===== config.mk =====
export PLATFORM = sky130hd
export DESIGN_NAME = fetch_stage
export DESIGN_NICKNAME = d
export VERILOG_FILES = /design/src/rtl/fetch_stage.sv
export SDC_FILE = /design/constraint.sdc
export NUM_CORES = 1
export LEC_CHECK = 0
export BUFFER_PORTS_ARGS = -buffer_cell sky130_fd_sc_hd__buf_2
export CAP_MARGIN = 20
export CORE_ASPECT_RATIO = 1.4
export CORE_MARGIN = 5
export CORE_UTILIZATION = 30
export CTS_BUF_LIST = sky130_fd_sc_hd__clkbuf_4 sky130_fd_sc_hd__clkbuf_8 sky130_fd_sc_hd__clkbuf_16
export CTS_CLUSTER_DIAMETER = 100
export CTS_CLUSTER_SIZE = 40
export DETAILED_ROUTE_END_ITERATION = 8
export PLACE_DENSITY_LB_ADDON = 0.3
export REMOVE_ABC_BUFFERS = 1
export SKIP_CTS_REPAIR_TIMING = 1
export SYNTH_ARGS = -nofsm -noshare
export SYNTH_HDL_FRONTEND = slang
export SYNTH_SLANG_ARGS = --single-unit
export TNS_END_PERCENT = 100

===== constraint.sdc =====
create_clock -name clk_i -period 3.6 [get_ports clk_i]
set_clock_uncertainty 0.2 [all_clocks]
set_input_delay 0.72 -clock clk_i [delete_from_list [all_inputs] [get_ports clk_i]]
set_output_delay 0.72 -clock clk_i [all_outputs]
set_load 0.01 [all_outputs]

===== src/rtl/fetch_stage.sv =====
// Instruction-fetch stage: PC register, IF/ID pipeline register and a single
// global 2-bit saturating branch predictor.
module fetch_stage #(
    parameter logic [31:0] RESET_PC = 32'h0000_0000,
    parameter logic [1:0]  CNT_INIT = 2'b10
) (
    input  logic        clk_i,
    input  logic        rst_i,
    input  logic        start_i,
    input  logic        pc_write_i,
    input  logic        stall_i,
    input  logic        mem_stall_i,
    output logic [31:0] imem_addr_o,
    input  logic [31:0] imem_data_i,
    input  logic        br_resolve_i,
    input  logic        br_taken_i,
    input  logic        br_pred_i,
    input  logic [31:0] br_redirect_pc_i,
    output logic [31:0] ifid_pc_o,
    output logic [31:0] ifid_instr_o,
    output logic        ifid_pred_o,
    output logic        ifid_valid_o
);

    logic [31:0] r_pc;
    logic [1:0]  r_cnt;
    logic [31:0] r_ifid_pc;
    logic [31:0] r_ifid_instr;
    logic        r_ifid_pred;
    logic        r_ifid_valid;

    logic        w_is_br;
    logic [31:0] w_imm_b;
    logic [31:0] w_target;
    logic        w_pred;
    logic [31:0] w_next_seq;
    logic        w_mispredict;

    always_comb begin
        w_is_br      = (imem_data_i[6:0] == 7'b1100011);
        w_imm_b      = {{19{imem_data_i[31]}}, imem_data_i[31], imem_data_i[7],
                        imem_data_i[30:25], imem_data_i[11:8], 1'b0};
        w_target     = r_pc + w_imm_b;
        w_pred       = w_is_br && r_cnt[1];
        w_next_seq   = w_pred ? w_target : r_pc + 32'd4;
        w_mispredict = br_resolve_i && (br_taken_i != br_pred_i);
    end

    always_ff @(posedge clk_i or negedge rst_i) begin
        if (!rst_i) begin
            r_pc         <= RESET_PC;
            r_cnt        <= CNT_INIT;
            r_ifid_pc    <= 32'd0;
            r_ifid_instr <= 32'd0;
            r_ifid_pred  <= 1'b0;
            r_ifid_valid <= 1'b0;
        end else if (!mem_stall_i) begin
            if (!start_i) begin
                r_ifid_pc    <= 32'd0;
                r_ifid_instr <= 32'd0;
                r_ifid_pred  <= 1'b0;
                r_ifid_valid <= 1'b0;
            end else begin
                // Training happens on every resolve, independent of the redirect.
                if (br_resolve_i) begin
                    if (br_taken_i) begin
                        if (r_cnt != 2'b11) r_cnt <= r_cnt + 2'd1;
                    end else begin
                        if (r_cnt != 2'b00) r_cnt <= r_cnt - 2'd1;
                    end
                end
                if (w_mispredict) begin
                    // Wrong-path instruction in IF/ID is dropped even if ID asked to hold it.
                    r_pc         <= br_redirect_pc_i;
                    r_ifid_pc    <= 32'd0;
                    r_ifid_instr <= 32'd0;
                    r_ifid_pred  <= 1'b0;
                    r_ifid_valid <= 1'b0;
                end else begin
                    if (pc_write_i) r_pc <= w_next_seq;
                    if (!stall_i) begin
                        r_ifid_pc    <= r_pc;
                        r_ifid_instr <= imem_data_i;
                        r_ifid_pred  <= w_pred;
                        r_ifid_valid <= 1'b1;
                    end
                end
            end
        end
    end

    assign imem_addr_o  = r_pc;
    assign ifid_pc_o    = r_ifid_pc;
    assign ifid_instr_o = r_ifid_instr;
    assign ifid_pred_o  = r_ifid_pred;
    assign ifid_valid_o = r_ifid_valid;

endmodule


==> After elaboration in Yosys (flattened, before gate mapping) <==
Cells that the tools add are included.
{ "word_totals": {"regBits": 100, "input_bits": 73, "out_inout_bits": 98, "elab_cells": 42} }
{ "classes": {"n_addsub": 4, "eq_ne": 5, "n_mux": 18, "n_bitwise": 1, "n_reduce_logical": 8} }
{ "ops": {"columns": ["operator", "count"], "rows": [
  ["32-bit 2-to-1 mux", 9],
  ["32-bit by 3-bit adder with 32-bit output, second input constant", 1],
  ["32-bit adder", 1],
  ["7-bit == test, second input constant", 1],
  ["1-bit 2-to-1 mux", 6],
  ["2-bit 2-to-1 mux", 3],
  ["2-bit nonzero test", 3],
  ["5-bit AND reduction", 1],
  ["3-bit by 2-bit inequality test with 1-bit output, second input constant", 1],
  ["3-bit AND reduction", 1],
  ["2-bit by 1-bit adder with 2-bit output, second input constant", 1],
  ["1-bit logical AND", 2],
  ["2-bit by 1-bit inequality test with 1-bit output, second input constant", 1],
  ["2-bit inequality test, second input constant", 1],
  ["2-bit AND reduction", 1],
  ["2-bit by 1-bit subtractor with 2-bit output, second input constant", 1],
  ["1-bit inequality test", 1],
  ["1-bit NOT", 1]
]} }

==> Depth between registers and ports, before layout <==
Gate-level depths: netlist of the first run.
{ "depth": {"word_depth": 5, "mapped_depth": 12, "ltp_nobuf": 12} }

==> Least setup slack after synthesis of the first run <==
Ideal clock, no wire load.
{ "synth_path": {"path_kind": "input to register", "startpoint": "input imem_data_i[8]", "endpoint": "register r_pc[31] (netlist: imem_addr_o[31])", "setup_ns": 0.126, "t_arrival_ns": 2.791, "t_required_ns": 3.274, "path_slack_ns": 0.483, "stages": 12, "path_buffers": 0, "cell_sequence": "ha_1 > inv_1 > fa_1 > nor2b_4 > o2111ai_1 > a21oi_1 > and4b_1 > nor3_2 > a211oi_2 > mux2i_1 > a21boi_1 > o311a_1"} }
{ "synth_via": {"elab_chain_len": 4} }
{ "synth_rtl": {"columns": ["element", "line", "source"], "rows": [
  ["from (decl)", "14", "input logic [31:0] imem_data_i,"],
  ["32-bit adder", "43", "w_target = r_pc + w_imm_b;"],
  ["32-bit 2-to-1 mux", "45", "w_next_seq = w_pred ? w_target : r_pc + 32'd4;"],
  ["32-bit 2-to-1 mux", "80", "if (pc_write_i) r_pc <= w_next_seq;"],
  ["32-bit 2-to-1 mux", "72", "if (w_mispredict) begin"],
  ["to (signal assigned)", "74", "r_pc <= br_redirect_pc_i;"],
  ["to (signal assigned)", "80", null],
  ["to (decl)", "25", "logic [31:0] r_pc;"]
]} }
Every way passes these cells. The select of a mux whose other input is x is not followed.
A chain may end at the register's enable or synchronous reset.

==> Final worst setup path of the first run <==
{ "layout_path": {"startpoint": "register r_pc[2] (netlist: imem_addr_o[2])", "endpoint": "register r_pc[31] (netlist: imem_addr_o[31])"} }
{ "layout_via": {"elab_chain_len": 4, "word_cells_on_any_way": 5, "cone_classes": "add/sub: 2; mux: 3"} }
{ "layout_rtl": {"columns": ["element", "line"], "rows": [
  ["32-bit by 3-bit adder with 32-bit output or 32-bit adder (tied branches)", "45, 43"],
  ["32-bit 2-to-1 mux (*)", "45"],
  ["32-bit 2-to-1 mux (*)", "80"],
  ["32-bit 2-to-1 mux (*)", "72"]
]} }
Mark *: on every way between the ends. The rest lies on a longest branch, timed or not. The select of a mux whose other input is x is not followed.

==> impl_metrics.py, run 1 <==
metrics = {
    "drt": {
        "ant_nets": 0,
        "first_pass_iters": 5,
        "via_per_inst": 5.37,
        "route.vias.total": 5970,
        "wirelength_um": 21700,
        "drc": 0,
        "wl_per_cell_um": 19.5,
        "drt-initial-drc-count": 371,
    },
    "yosys": {
        "async_flop_share": 1.00,
        "synth_edf_count": 0,
        "synth_area_um2": 6260,
        "synthTopCellsByArea": "dfrtp_1 40%, a22o_1 9.1%, ha_1 6.2%, a21oi_1 5.3%, nand2_1 3.7%",
        "syn_inst": 677,
        "avgSynthCellArea_um2": 9.25,
        "netlist.top_cell.by_area": "dfrtp_1",
        "ys_ff_latch": 100,
        "ys_types": 71,
        "synth-main-ff-cell": "dfrtp_1",
        "ys_warn_count": 0,
        "seq_area_frac_synth": 0.400,
        "synth_top_area_share": 0.396,
    },
    "clock_tree": {
        "clk_latency_ns": 0.35,
        "htreeDepth": 3,
        "cts_tree": "done",
        "cts.sinks": 100,
        "path_clk_slew_ns": 0.07,
        "clockRootBuffer": "clkbuf_16",
        "clock_path_buffers": 2,
        "cts-buffers-inserted": 9,
    },
    "critical_path": {
        "cp_data_required_time_ns": 3.64,
        "path_max_fanout": 8,
        "crit_chain": "inv_1 > fa_1 > nor2b_4 > o2111ai_1 > a21oi_1 > and4b_1 > nor3_2 > a211oi_2 > mux2i_1 > a21boi_1 > o311a_1",
        "cp.arrival_ns": 3.13,
        "endpoint_kind": "register",
        "cp_top_family": "compound AO/OA/AOI/OAI gates",
        "cp_slowest_cell": "dfrtp_1",
        "cp_slowest_stage_delay_ns": 0.50,
        "critPathKind": "reg2reg",
        "startpoint_type": "register",
        "crit_buf_inv": 1,
    },
    "hold_path": {
        "hold_path_class": "reg2reg",
    },
    "layout": {
        "nNetsFinal": 954,
        "fillers": 2076,
        "final_common_cell": "buf_2",
        "final_cell_mix": "169 x buf_2, 99 x dfrtp_1, 66 x a21oi_1",
        "drive_gt1_frac": 0.290,
        "synthToLayoutAreaGrowth_pct": 26.6,
        "final_cell_area_um2": 7930,
    },
    "die": {
        "die_h_um": 181,
        "core_area_um2": 20600,
        "die_x_um": 132,
        "dieArea_um2": 23900,
        "start_util": 0.305,
        "row_count": 62,
        "ios": 171,
    },
    "global_route": {
        "gr-usage-all-layers": 0.177,
        "antenna_found_initial": 2,
        "grt_max_degree": 73,
        "grt_pass1_wl_um": 34000,
        "overflow": 0,
        "grt_pass1_vias": 6008,
    },
    "power": {
        "ir_drop_mv": 0.276,
        "powerDensity_nw_per_um2": 605,
        "power.total_mw": 4.79,
        "p_leak_nw": 3.81,
    },
    "sta": {
        "tns_ns": 0,
        "tightest_slew_ns": 0.743,
        "period_needed_ns": 3.09,
        "finalHoldViolations": 0,
        "hold_slack_ns": 0.275,
        "setup_viol": 0,
        "min_period_over_period": 0.859,
        "maxClockFrequency_mhz": 323,
        "drv_slew": 0,
        "rsz0062_at_grt": "no",
        "relSlewSlack": 0.505,
    },
    "place": {
        "dpl.hpwl_um": 16400,
        "io_buffer_count": 170,
        "gp_congestion": 0.903,
        "place_area_um2": 7530,
    },
    "job": {
        "cap_violations": 0,
    },
    "run_status": {
        "status": "completed",
    },
}
==> final cells by class <==
class	instances	area (µm²)	share of cell area
antenna	2	5.00	0.000631
sequential	100	2500	0.316
timing repair buffer	201	1130	0.143
multi-input combinational	528	3580	0.451
inverter	9	33.8	0.00426
clock buffer	11	246	0.0311
tap	256	320	0.0404
clock inverter	5	108	0.0136
==> sequential cells by signal, indices dropped and copies added, names as in the netlist <==
signal / cells
ifid_instr_o: 32
ifid_pc_o: 32
imem_addr_o: 32
r_cnt: 2
ifid_pred_o: 1
ifid_valid_o: 1
==> layer usage <==
| layer | global-route usage | up-vias | wire, µm |
|---|---|---|---|
| met5 | 0 | - | 0 |
| met4 | 0.0770 | 0 | 552 |
| met3 | 0.0295 | 34 | 842 |
| met2 | 0.310 | 150 | 11500 |
| met1 | 0.212 | 2901 | 8790 |
| li1 | - | 2885 | - |
==> final timing paths <==
kind,start,endpoint,slack [ns],cells past startpoint
min reg2reg,ifid_valid_o,ifid_valid_o,0.27,1
max in group asynchronous,rst_i,ifid_instr_o[20],1.85,4
min in group asynchronous,rst_i,ifid_pc_o[17],0.51,2
min,ifid_valid_o,ifid_valid_o,0.27,1
max,imem_addr_o[2],imem_addr_o[31],0.51,11
max reg2reg,imem_addr_o[2],imem_addr_o[31],0.51,11
==> cells by family (layout without fill, tap and decap cells) <==
group                      Yosys count  count (layout)  synth area share
adders and majority gates           32              32            0.0651
buffers and inverters               49             226            0.0328
other                                0               2                 0
DFF                                100             100             0.400
AOI/OAI and AO/OA                  264             264             0.297
and+or+nand+nor                    195             195             0.152
muxes                                3               3           0.00500
xor gates and xnor gates            34              34            0.0476
==> through the flow <==
step / setup slack (ns) / instances / util
2_1_floorplan: -1.07 / 637 / -
4_1_cts: 0.484 / 1108 / 0.384
3_3_place_gp: 0.187 / 1092 / 0.366
3_5_place_dp: 0.150 / 1092 / 0.366
6_report: 0.509 / 1112 / 0.386
5_1_grt: 0.336 / 1112 / 0.386
==> cell usage after synthesis (9+ instances only) <==
library cell	instances
dfrtp_1	99
a21oi_1	66
a22o_1	65
nand2_1	62
nor2_1	52
o21ai_0	39
ha_1	31
clkbuf_1	24
a21o_1	20
xnor2_1	20
nand3_1	15
xor2_1	14
buf_2	13
nand4_1	12
a211oi_1	10
nor3_1	10
inv_1	9
==> where the power goes <==
group	leakage, nW	total, mW	switching (mW)	internal, mW
combinational	2.35	2.02	1.13	0.884
sequential	1.29	1.62	0.284	1.33
clock	0.174	1.16	0.450	0.711
total	3.81	4.79	1.87	2.93
Note: power is estimated with default switching activity, not from simulation.
==> run 2, diff against run 1 <==
Settings changed: CORE_ASPECT_RATIO 1.4 to 1.25.
==> impl_metrics.py, run 2 (synthesized netlist as in run 1, its figures left out) <==
metrics = {
    "drt": {
        "route.vias.total": 5920,
        "first_pass_iters": 5,
        "via_per_inst": 5.24,
        "wl_per_cell_um": 18.6,
        "wirelength_um": 21100,
        "drt-initial-drc-count": 512,
        "ant_nets": 0,
        "drc": 0,
    },
    "layout": {
        "fillers": 2160,
        "drive_gt1_frac": 0.292,
        "final_cell_mix": "169 x buf_2, 99 x dfrtp_1, 66 x a21oi_1",
        "layout.cells.non_filler": 1130,
        "final_common_cell": "buf_2",
        "synthToLayoutAreaGrowth_pct": 26.1,
        "nNetsFinal": 955,
    },
    "clock_tree": {
        "clk_latency_ns": 0.35,
        "cts-buffers-inserted": 9,
        "cts.sinks": 100,
        "path_clk_slew_ns": 0.07,
        "clockRootBuffer": "clkbuf_16",
        "htreeDepth": 3,
        "cts_tree": "done",
        "clock_path_buffers": 2,
    },
    "global_route": {
        "antenna_found_initial": 1,
        "grt_max_degree": 74,
        "gr-usage-all-layers": 0.177,
        "overflow": 0,
        "grt_pass1_vias": 6047,
        "grt_pass1_wl_um": 33700,
    },
    "power": {
        "p_leak_nw": 3.79,
        "power.total_mw": 4.61,
        "powerDensity_nw_per_um2": 583,
        "ir_drop_mv": 0.223,
    },
    "die": {
        "ios": 171,
        "die_x_um": 139,
        "start_util": 0.303,
        "row_count": 59,
        "dieArea_um2": 23900,
        "core_area_um2": 20700,
        "die_h_um": 172,
    },
    "place": {
        "dpl.hpwl_um": 16000,
        "gp_congestion": 0.903,
        "dp_cells": 1112,
        "io_buffer_count": 170,
    },
    "sta": {
        "min_period_over_period": 0.854,
        "rsz0062_at_grt": "no",
        "maxClockFrequency_mhz": 325,
        "drv_slew": 0,
        "period_needed_ns": 3.07,
        "relSlewSlack": 0.566,
        "finalHoldViolations": 0,
        "tightest_slew_ns": 0.646,
        "setup_viol": 0,
    },
    "critical_path": {
        "cp_data_required_time_ns": 3.64,
        "rrSetupSlack_ns": 0.54,
        "critPathKind": "in2reg",
        "cp_slowest_stage_delay_ns": 0.42,
        "crit_chain": "buf_2 > ha_1 > inv_1 > fa_1 > nor2b_4 > o2111ai_1 > a21oi_1 > and4b_1 > nor3_2 > a211oi_2 > mux2i_1 > a21boi_1 > o311a_1",
        "path_max_fanout": 3,
        "endpoint_kind": "register",
        "cp_slowest_cell": "fa_1",
        "cp_top_family": "compound AO/OA/AOI/OAI gates",
        "cp.arrival_ns": 3.11,
        "crit_buf_inv": 2,
        "startpoint_type": "input port",
    },
    "job": {
        "cap_violations": 0,
    },
    "hold_path": {
        "hold_path_class": "in2async",
    },
    "run_status": {
        "status": "completed",
    },
}
## run 2: where the power goes
| group | switching [mW] | leakage, nW | internal (mW) | total, mW |
|---|---|---|---|---|
| clock network | 0.435 | 0.141 | 0.533 | 0.968 |
| logic | 1.13 | 2.36 | 0.894 | 2.02 |
| registers | 0.287 | 1.29 | 1.33 | 1.62 |
| total | 1.85 | 3.79 | 2.76 | 4.61 |
## run 2: routing by layer
metal  share of wire  vias to the layer above  global-route usage
met5               0                        -                   0
met4           0.031                        0              0.0779
met3           0.045                       46              0.0314
met2            0.51                      144               0.302
met1            0.42                     2839               0.220
li1                -                     2891                   -
## run 2: worst paths after layout
kind,startpoint,endpoint,cells past startpoint
worst max-delay path,imem_data_i[8],imem_addr_o[31],13
worst min-delay path,rst_i,ifid_pc_o[15],1
worst max register to register,imem_addr_o[1],imem_addr_o[31],12
worst min register to register,ifid_valid_o,ifid_valid_o,1
max in group asynchronous,rst_i,ifid_pc_o[29],3
min in group clk_i,ifid_valid_o,ifid_valid_o,1
## run 2: stage by stage
| step | setup TNS, ns | utilization | area, µm² | setup WS [ns] | hold WS [ns] |
|---|---|---|---|---|---|
| after floorplan | -90.57 | - | 6090 | -1.07 | 0.224 |
| after global placement | 0 | 0.366 | 7560 | 0.172 | 0.256 |
| after detailed placement | 0 | 0.366 | 7570 | 0.175 | 0.280 |
| after CTS | 0 | 0.381 | 7870 | 0.511 | 0.298 |
| after global routing | 0 | 0.382 | 7900 | 0.329 | 0.0548 |
| final | 0 | 0.382 | 7900 | 0.527 | 0.0441 |
## run 2: area by class of cell
class / count / area (µm²) / area share
Multi-Input combinational cell: 528 / 3580 / 0.453
Timing Repair Buffer: 202 / 1140 / 0.145
Sequential cell: 100 / 2500 / 0.317
Clock buffer: 13 / 274 / 0.0347
Clock inverter: 3 / 20.0 / 0.00253
Tap cell: 274 / 343 / 0.0434
Inverter: 9 / 33.8 / 0.00428
Antenna cell: 1 / 2.50 / 0.000317
==> run 3, diff against run 2 <==
Settings changed: CORE_UTILIZATION 30 to 58.
Clock period 3.6 ns to 3.77 ns, I/O delays scaled along.
==> impl_metrics.py, run 3 (synthesized netlist as in run 1, its figures left out) <==
metrics = {
    "die": {
        "core_area_um2": 10600,
        "start_util": 0.593,
        "die_x_um": 103,
        "die_h_um": 126,
        "row_count": 42,
        "ios": 171,
        "dieArea_um2": 13000,
    },
    "sta": {
        "maxClockFrequency_mhz": 317,
        "hold_slack_ns": 0.224,
        "relSlewSlack": 0.527,
        "tns_ns": 0,
        "setup_viol": 0,
        "period_needed_ns": 3.16,
        "drv_slew": 0,
        "tightest_slew_ns": 0.709,
        "min_period_over_period": 0.837,
        "rsz0062_at_grt": "no",
        "finalHoldViolations": 0,
    },
    "critical_path": {
        "cp_data_required_time_ns": 3.79,
        "path_max_fanout": 14,
        "crit-reg2reg-capture": "imem_addr_o[31]",
        "critPathKind": "in2reg",
        "startpoint_type": "input port",
        "rrSetupSlack_ns": 0.66,
        "reg2regPathDepth": 11,
        "cp.arrival_ns": 3.17,
        "endpoint_kind": "register",
        "timing.rr.start": "imem_addr_o[2]",
    },
    "place": {
        "dp_cells": 953,
        "dpl.hpwl_um": 14100,
        "io_buffer_count": 170,
        "place_area_um2": 7250,
        "gp_congestion": 0.935,
    },
    "layout": {
        "drive_gt1_frac": 0.277,
        "num_antenna_cells": 0,
        "final_cell_area_um2": 7590,
        "final_common_cell": "buf_2",
        "layout.cells.non_filler": 969,
        "final_cell_mix": "169 x buf_2, 99 x dfrtp_1, 66 x a21oi_1",
        "nNetsFinal": 937,
        "fillers": 825,
        "synthToLayoutAreaGrowth_pct": 21.3,
    },
    "drt": {
        "ant_nets": 0,
        "drc": 0,
        "route.vias.total": 6103,
        "via_per_inst": 6.30,
        "wirelength_um": 19400,
        "drt-initial-drc-count": 310,
        "first_pass_iters": 5,
        "wl_per_cell_um": 20.0,
    },
    "global_route": {
        "grt_pass1_wl_um": 31100,
        "met1_usage": 0.386,
        "grt_util_met3": 0.0415,
        "antenna_found_initial": 0,
        "use_met2": 0.503,
        "grt_max_degree": 67,
        "overflow": 0,
        "grt_pass1_vias": 6223,
        "grt-busiest-layer": "met2",
        "gr-usage-all-layers": 0.300,
    },
    "clock_tree": {
        "cts_tree": "done",
        "cts-buffers-inserted": 9,
        "htreeDepth": 3,
        "clock_path_buffers": 2,
        "path_clk_slew_ns": 0.07,
        "clockRootBuffer": "clkbuf_16",
        "clk_latency_ns": 0.36,
        "cts.sinks": 100,
    },
    "power": {
        "pwr-share-comb": 0.410,
        "seqPwrFrac": 0.347,
        "ir_drop_mv": 0.332,
        "power.total_mw": 4.52,
        "p_leak_nw": 3.71,
        "powerDensity_nw_per_um2": 595,
        "intPower_mw": 2.74,
        "power.switching_mw": 1.78,
        "swShare": 0.394,
        "p_clk_frac": 0.243,
    },
    "hold_path": {
        "hold_path_class": "in2async",
    },
    "job": {
        "cap_violations": 0,
    },
    "run_status": {
        "status": "completed",
    },
}
run 3: cell count changes in the layout (fill, tap and decap cells not counted), sizes merged:
cell and change:
bufinv +3, buf -18, clkbuf -4, clkinvlp -1, diode -1, inv +2
run 3: critical path, stage by stage:
cell	delay [ns]
buf_2	0.30
ha_1	0.36
a21o_1	0.22
a21o_1	0.17
a21oi_1	0.17
a2bb2oi_1	0.22
a31oi_2	0.16
a31oi_2	0.36
o21ba_2	0.22
xor2_1	0.15
a21oi_1	0.08
run 3: layout make-up:
| cell class | count | area (µm²) | area share |
|---|---|---|---|
| multi-input combinational | 528 | 3570 | 0.470 |
| sequential | 100 | 2500 | 0.330 |
| timing repair buffer | 184 | 975 | 0.128 |
| clock buffer | 9 | 225 | 0.0297 |
| tap | 132 | 165 | 0.0217 |
| clock inverter | 7 | 123 | 0.0161 |
| inverter | 9 | 33.8 | 0.00445 |
run 3: routing by layer:
metal | share of wire | up-vias
li1 | - | 2848
met1 | 0.40 | 2956
met2 | 0.50 | 262
met3 | 0.077 | 37
met4 | 0.027 | 0
met5 | 0 | -
run 3: how the worst max path moves through the flow:
stage	from	end	slack, ns	cells after the start
4_1_cts	imem_data_i[8]	imem_addr_o[31]	0.62	13
2_1_floorplan	br_taken_i	ifid_instr_o[0]	-0.93	5
6_report	imem_data_i[31]	imem_addr_o[26]	0.61	11
3_3_place_gp	imem_data_i[8]	imem_addr_o[31]	0.35	13
3_5_place_dp	imem_data_i[8]	imem_addr_o[31]	0.27	13
5_1_grt	imem_data_i[31]	imem_addr_o[26]	0.38	11
run 3: stage by stage:
step,utilization,worst slack [ns]
floorplan,-,-0.929
global placement,0.685,0.347
detailed placement,0.686,0.273
CTS,0.719,0.623
global route,0.719,0.384
finish,0.719,0.615
run 3: power by group through the flow:
stage               registers [mW]  clock network (mW)  logic, mW
global placement              1.56                   0       1.79
floorplan                     1.61                   0       1.18
detailed placement            1.58                   0       1.83
finish                        1.57                1.10       1.85
global route                  1.60                1.15       2.05
CTS                           1.56                1.10       1.85
